===== config.mk =====
export PLATFORM = sky130hd
export DESIGN_NAME = servo_pwm_bank_flat
export DESIGN_NICKNAME = d
export VERILOG_FILES = /design/src/rtl/servo_pwm_bank_pkg.sv /design/src/rtl/servo_pwm_bank_if.sv /design/src/rtl/servo_pwm_bank_channel.sv /design/src/rtl/servo_pwm_bank.sv /design/src/flat_wrapper.sv
export SDC_FILE = /design/constraint.sdc
export NUM_CORES = 1
export LEC_CHECK = 0
export ABC_CLOCK_PERIOD_IN_PS = 2680
export CAP_MARGIN = 20
export CORE_MARGIN = 3
export CORE_UTILIZATION = 40
export CTS_CLUSTER_DIAMETER = 50
export DETAILED_ROUTE_END_ITERATION = 10
export PLACE_DENSITY = 0.66
export SETUP_SLACK_MARGIN = 0.05
export SLEW_MARGIN = 40
export SYNTH_ARGS = -nofsm -noshare
export SYNTH_HDL_FRONTEND = slang
export SYNTH_SLANG_ARGS = --single-unit

===== constraint.sdc =====
create_clock -name clk -period 2.68 [get_ports clk]
set_clock_uncertainty 0.2 [all_clocks]
set_input_delay 0.402 -clock clk [delete_from_list [all_inputs] [get_ports clk]]
set_output_delay 0.402 -clock clk [all_outputs]
set_load 0.05 [all_outputs]

===== src/rtl/servo_pwm_bank_pkg.sv =====
// Shared constants, FSM state type and pulse-limit helper for the
// eight-channel servo PWM bank.
package servo_pkg;

    localparam int NUM_CH          = 8;
    localparam int DUTY_W          = 8;
    localparam int LIM_W           = 10;
    localparam int TICK_DIV_DEF    = 195;
    localparam int MIN_TICKS_DEF   = 256;
    localparam int FRAME_TICKS_DEF = 5120;

    typedef enum logic {
        IDLE = 1'b0,
        RUN  = 1'b1
    } state_t;

    // Last tick count (exclusive) during which the pulse is high.
    // MIN_TICKS + 255 always fits in 10 bits, so no overflow.
    function automatic logic [LIM_W-1:0] pulse_limit(
        input int unsigned         min_ticks,
        input logic [DUTY_W-1:0]   duty
    );
        return LIM_W'(min_ticks) + LIM_W'(duty);
    endfunction

endpackage


===== src/rtl/servo_pwm_bank_if.sv =====
// Control/status bundle of the servo PWM bank.
// master: drives enable/dutyIn, observes pwmOut/frameStart; slave: the bank.
interface servo_pwm_bank_if;
    import servo_pkg::*;

    logic                       enable;
    logic [NUM_CH*DUTY_W-1:0]   dutyIn;
    logic [NUM_CH-1:0]          pwmOut;
    logic                       frameStart;

    modport master (
        output enable,
        output dutyIn,
        input  pwmOut,
        input  frameStart
    );

    modport slave (
        input  enable,
        input  dutyIn,
        output pwmOut,
        output frameStart
    );

endinterface


===== src/rtl/servo_pwm_bank_channel.sv =====
// One servo channel: per-frame shadow duty register and registered
// comparator. Ports: clk, reset_n, load, run, duty, tcount -> pwm.
module servo_channel
    import servo_pkg::*;
#(
    parameter int CW        = 13,
    parameter int MIN_TICKS = MIN_TICKS_DEF
) (
    input  logic              clk,
    input  logic              reset_n,
    input  logic              load,
    input  logic              run,
    input  logic [DUTY_W-1:0] duty,
    input  logic [CW-1:0]     tcount,
    output logic              pwm
);

    logic [DUTY_W-1:0] shadow;
    logic [LIM_W-1:0]  limit;
    logic              below;

    assign limit = pulse_limit(MIN_TICKS, shadow);
    // Zero-extend both sides to a common width for the compare.
    assign below = ({{LIM_W{1'b0}}, tcount} < {{CW{1'b0}}, limit});

    always_ff @(posedge clk) begin
        if (!reset_n) begin
            shadow <= '0;
            pwm    <= 1'b0;
        end else begin
            if (load) begin
                shadow <= duty;
            end
            pwm <= run & below;
        end
    end

endmodule


===== src/rtl/servo_pwm_bank.sv =====
// Eight-channel RC servo pulse generator: prescaler, frame counter and
// IDLE/RUN FSM. Ports: clk, reset_n, bus (enable, dutyIn, pwmOut, frameStart).
module servo_pwm_bank
    import servo_pkg::*;
#(
    parameter int TICK_DIV    = TICK_DIV_DEF,
    parameter int MIN_TICKS   = MIN_TICKS_DEF,
    parameter int FRAME_TICKS = FRAME_TICKS_DEF
) (
    input  logic               clk,
    input  logic               reset_n,
    servo_pwm_bank_if.slave    bus
);

    localparam int PW = (TICK_DIV > 1) ? $clog2(TICK_DIV) : 1;
    localparam int CW = $clog2(FRAME_TICKS);

    state_t                   state;
    state_t                   state_nx;
    logic [PW-1:0]            presc;
    logic [CW-1:0]            tcount;
    logic [NUM_CH*DUTY_W-1:0] sync1;
    logic [NUM_CH*DUTY_W-1:0] sync2;
    logic                     fs_q;
    logic                     tick;
    logic                     wrap;
    logic                     load;
    logic                     run;
    logic [NUM_CH-1:0]        pwm;

    assign run  = (state == RUN);
    assign tick = (presc == PW'(TICK_DIV - 1));
    assign wrap = tick && (tcount == CW'(FRAME_TICKS - 1));

    // load marks the edge that enters the first cycle of a frame,
    // either from IDLE or at a wrap with enable still high.
    always_comb begin
        state_nx = state;
        load     = 1'b0;
        unique case (state)
            IDLE: begin
                if (bus.enable) begin
                    state_nx = RUN;
                    load     = 1'b1;
                end
            end
            RUN: begin
                if (wrap) begin
                    if (bus.enable) begin
                        load = 1'b1;
                    end else begin
                        state_nx = IDLE;
                    end
                end
            end
        endcase
    end

    always_ff @(posedge clk) begin
        if (!reset_n) begin
            state  <= IDLE;
            presc  <= '0;
            tcount <= '0;
            sync1  <= '0;
            sync2  <= '0;
            fs_q   <= 1'b0;
        end else begin
            state <= state_nx;
            sync1 <= bus.dutyIn;
            sync2 <= sync1;
            fs_q  <= load;
            if (run) begin
                presc <= tick ? '0 : presc + PW'(1);
                if (tick) begin
                    tcount <= wrap ? '0 : tcount + CW'(1);
                end
            end else begin
                presc  <= '0;
                tcount <= '0;
            end
        end
    end

    for (genvar n = 0; n < NUM_CH; n++) begin : g_ch
        servo_channel #(
            .CW        (CW),
            .MIN_TICKS (MIN_TICKS)
        ) u_ch (
            .clk     (clk),
            .reset_n (reset_n),
            .load    (load),
            .run     (run),
            .duty    (sync2[n*DUTY_W +: DUTY_W]),
            .tcount  (tcount),
            .pwm     (pwm[n])
        );
    end

    assign bus.pwmOut     = pwm;
    assign bus.frameStart = fs_q;

endmodule

===== src/flat_wrapper.sv =====
// flat-port wrapper written by rule: the top's interface ports become plain ports
module servo_pwm_bank_flat import servo_pkg::*;
#(
    parameter int TICK_DIV    = TICK_DIV_DEF,
    parameter int MIN_TICKS   = MIN_TICKS_DEF,
    parameter int FRAME_TICKS = FRAME_TICKS_DEF
)
  (clk, reset_n, bus_enable, bus_dutyIn, bus_pwmOut, bus_frameStart);
  servo_pwm_bank_if bus_i ();
  input  logic clk;
  input  logic reset_n;
  input wire logic [$bits(bus_i.enable)-1:0] bus_enable;
  input wire logic [$bits(bus_i.dutyIn)-1:0] bus_dutyIn;
  output wire logic [$bits(bus_i.pwmOut)-1:0] bus_pwmOut;
  output wire logic [$bits(bus_i.frameStart)-1:0] bus_frameStart;
  assign bus_i.enable = bus_enable;
  assign bus_i.dutyIn = bus_dutyIn;
  assign bus_pwmOut = bus_i.pwmOut;
  assign bus_frameStart = bus_i.frameStart;
  servo_pwm_bank #(.TICK_DIV(TICK_DIV), .MIN_TICKS(MIN_TICKS), .FRAME_TICKS(FRAME_TICKS)) u_core (.clk(clk), .reset_n(reset_n), .bus(bus_i));
endmodule

==> impl_metrics.json <==
{
  "yosys_warnings": 0,
  "r2r-start": "u_core.presc[0]",
  "path_clk_slew_ps": 60,
  "final_nets": 1092,
  "die_area_um2": 23600,
  "tightest_slew_ps": 549,
  "die_y_um": 154,
  "n_antenna_cell": 0,
  "clock-sinks": 223,
  "slowest_delay_ps": 820,
  "critPathCaptureType": "output pin",
  "grt_max_degree": 115,
  "grt_overflow_total": 0,
  "placementRows": 53,
  "synth.area.top_cells": "dfxtp_1 51%, and2_1 9.2%, ha_1 8.5%",
  "outcome": "finished, final reports clean",
  "grt_usage_pct": 13.3,
  "routabilityCongestion": 0.810,
  "cts_resized": 0,
  "grt_pass1_vias": 5732,
  "p_leak_nw": 4.47,
  "cp.arrival_ps": 1710,
  "synth_edf_count": 0,
  "first_pass_iters": 5,
  "post-route-drc-count": 0,
  "synth_top_area_share_pct": 51.1,
  "grt_pass1_wl_um": 26600,
  "cts_buffer_depth": 3,
  "finalSetupTns_ps": 0,
  "setup_viol": 0,
  "hp-start": "reset_n",
  "dp_hpwl_um": 10400,
  "cp-start-kind": "register",
  "initial_core_util_pct": 41.1,
  "wirelength_um": 16000,
  "total_power_mw": 7.50,
  "synth-seq-area-share_pct": 51.1,
  "layout_common_cells": "223 x dfxtp_1, 144 x nand2_1, 129 x and2_1",
  "min_path_type": "input pin to register",
  "r2r_cells": 7,
  "fp.dieW_um": 154,
  "initialDrtViolationCount": 266,
  "mostFrequentLayoutCell": "dfxtp_1",
  "port_buffers": 75,
  "cp_slowest_cell": "clkdlybuf4s50_1",
  "stdcell_count": 1261,
  "syn-num-nets": 1014,
  "fin_util_pct": 50.6,
  "cp_num_buf_inv": 1,
  "criticalPathCategory": "register to output pin",
  "cts_root_buffer": "clkbuf_16",
  "required_ps": 2080,
  "drive_gt1_share_pct": 7.51,
  "post_cts_buffers": 0,
  "cts_hold_buf": 0,
  "wl_per_cell_um": 12.7,
  "vias": 5816,
  "max_cap_violations": 0,
  "syn2layout_area_growth_pct": 22.9,
  "period_share_pct": 86.1,
  "syn-cell-area_um2": 8730,
  "avgSynthCellArea_um2": 9.83,
  "core_um2": 21200,
  "holdWs_ps": 148,
  "synth-main-ff-cell": "dfxtp_1",
  "hold_viol_final": 0,
  "slew_viol_final": 0,
  "async_flop_share_pct": 0,
  "cp_cell_sequence": "clkdlybuf4s50_1",
  "netlist_instances": 888,
  "via_per_inst": 4.61,
  "dp.cells": 1213,
  "cp.depth": 1,
  "cts-buffers-inserted": 26,
  "fin_crit_ps": 2310,
  "postRouteAntennaNets": 0,
  "antenna_found_initial": 0,
  "clk-insertion-delay-late_ps": 510,
  "cts_tree": "yes",
  "pin_count": 76,
  "cts.htree.levels": 1,
  "slew_headroom_pct": 63.4,
  "synth-seq-cells": 223,
  "synth_cell_types": 40,
  "reg2reg_slack_ps": 400,
  "hold_path_depth": 3,
  "grt_setup_unrepaired": "no",
  "max_clock_freq_ghz": 0.433,
  "reg2reg_to": "u_core.g_ch[6].u_ch.shadow[0]",
  "hold_end": "u_core.tcount[2]",
  "vdd_ir_drop_max_v": 0.000461,
  "worstPathMaxFanout": 1,
  "path_delay_family": "buffers and inverters",
  "p_per_area_nw_per_um2": 699,
  "synth_top_area_cell": "dfxtp_1"
}
## per-stage QoR
step / area [um2] / worst slack, ps
final: 10700 / 371
after global routing: 10700 / 258
after CTS: 10700 / 334
after detailed placement: 9820 / 434
after global placement: 9820 / 421
after floorplan: 8730 / 579
## power by group
group	switching, mW	total, mW	internal (mW)
Clock	1.41	3.59	2.19
Sequential	0.0369	3.48	3.44
Combinational	0.201	0.431	0.230
## registers in the layout (all words and copies together) (netlist names)
signal,count
u_core.run,1
u_core.g_ch.u_ch.pwm,8
u_core.g_ch.u_ch.shadow,64
u_core.tcount,13
u_core.sync1,64
u_core.bus.frameStart,1
u_core.sync2,64
u_core.presc,8
## synth_stat cells (2+ instances only)
master       n
a21o_1      25
ha_1        59
mux2i_1     64
and4_1       8
nand3b_1     3
buf_2        2
and3_1      11
o21ai_0      2
nand4_1      4
nor4_1       3
buf_6        5
a31oi_1      2
xor2_1       8
nand2b_1     8
clkbuf_1    32
or4_1        2
buf_4        8
o2111ai_1    8
nand3_1     19
nor2_1      17
or3_1        3
dfxtp_1    223
and2_1     129
inv_1       58
nor2b_1      3
xnor2_1      4
nand2_1    144
a21oi_1     22
## how the worst max path moves through the flow
stage | start | end | slack, ps
4_1_cts | u_core.g_ch[5].u_ch.pwm | bus_pwmOut[5] | 330
5_1_grt | u_core.presc[0] | u_core.g_ch[6].u_ch.shadow[0] | 260
2_1_floorplan | u_core.tcount[3] | u_core.g_ch[0].u_ch.shadow[0] | 580
3_5_place_dp | bus_enable | u_core.g_ch[7].u_ch.shadow[0] | 430
3_3_place_gp | bus_enable | u_core.g_ch[7].u_ch.shadow[1] | 420
6_report | u_core.g_ch[5].u_ch.pwm | bus_pwmOut[5] | 370
## area by class of cell
cell class / instances / area, um2
Sequential cell: 223 / 4460
Clock buffer: 35 / 746
Fill cell: 1988 / 10500
Clock inverter: 13 / 165
Timing Repair Buffer: 97 / 980
Tap cell: 275 / 344
Multi-Input combinational cell: 559 / 3810
Inverter: 59 / 221
## layer usage
| layer | part of all wire, % | track usage, % | vias to the layer above | wire (um) |
|---|---|---|---|---|
| li1 | - | - | 3051 | - |
| met1 | 47 | 17.5 | 2624 | 7570 |
| met4 | 2.7 | 4.67 | 0 | 432 |
| met5 | 0 | 0 | - | 0 |
| met3 | 5.5 | 2.42 | 38 | 873 |
| met2 | 45 | 22.0 | 103 | 7120 |
## cell families after synthesis
family / Yosys count / synth area share (%)
adder cells (fa/ha/maj): 59 / 8.46
AND/OR/NAND/NOR: 362 / 21.8
XOR/XNOR: 12 / 1.20
AO/OA/AOI/OAI: 62 / 4.76
flip-flops: 223 / 51.1
multiplexers: 64 / 7.34
buffers and inverters: 106 / 5.36
Note: power is estimated with default switching activity, not from simulation.
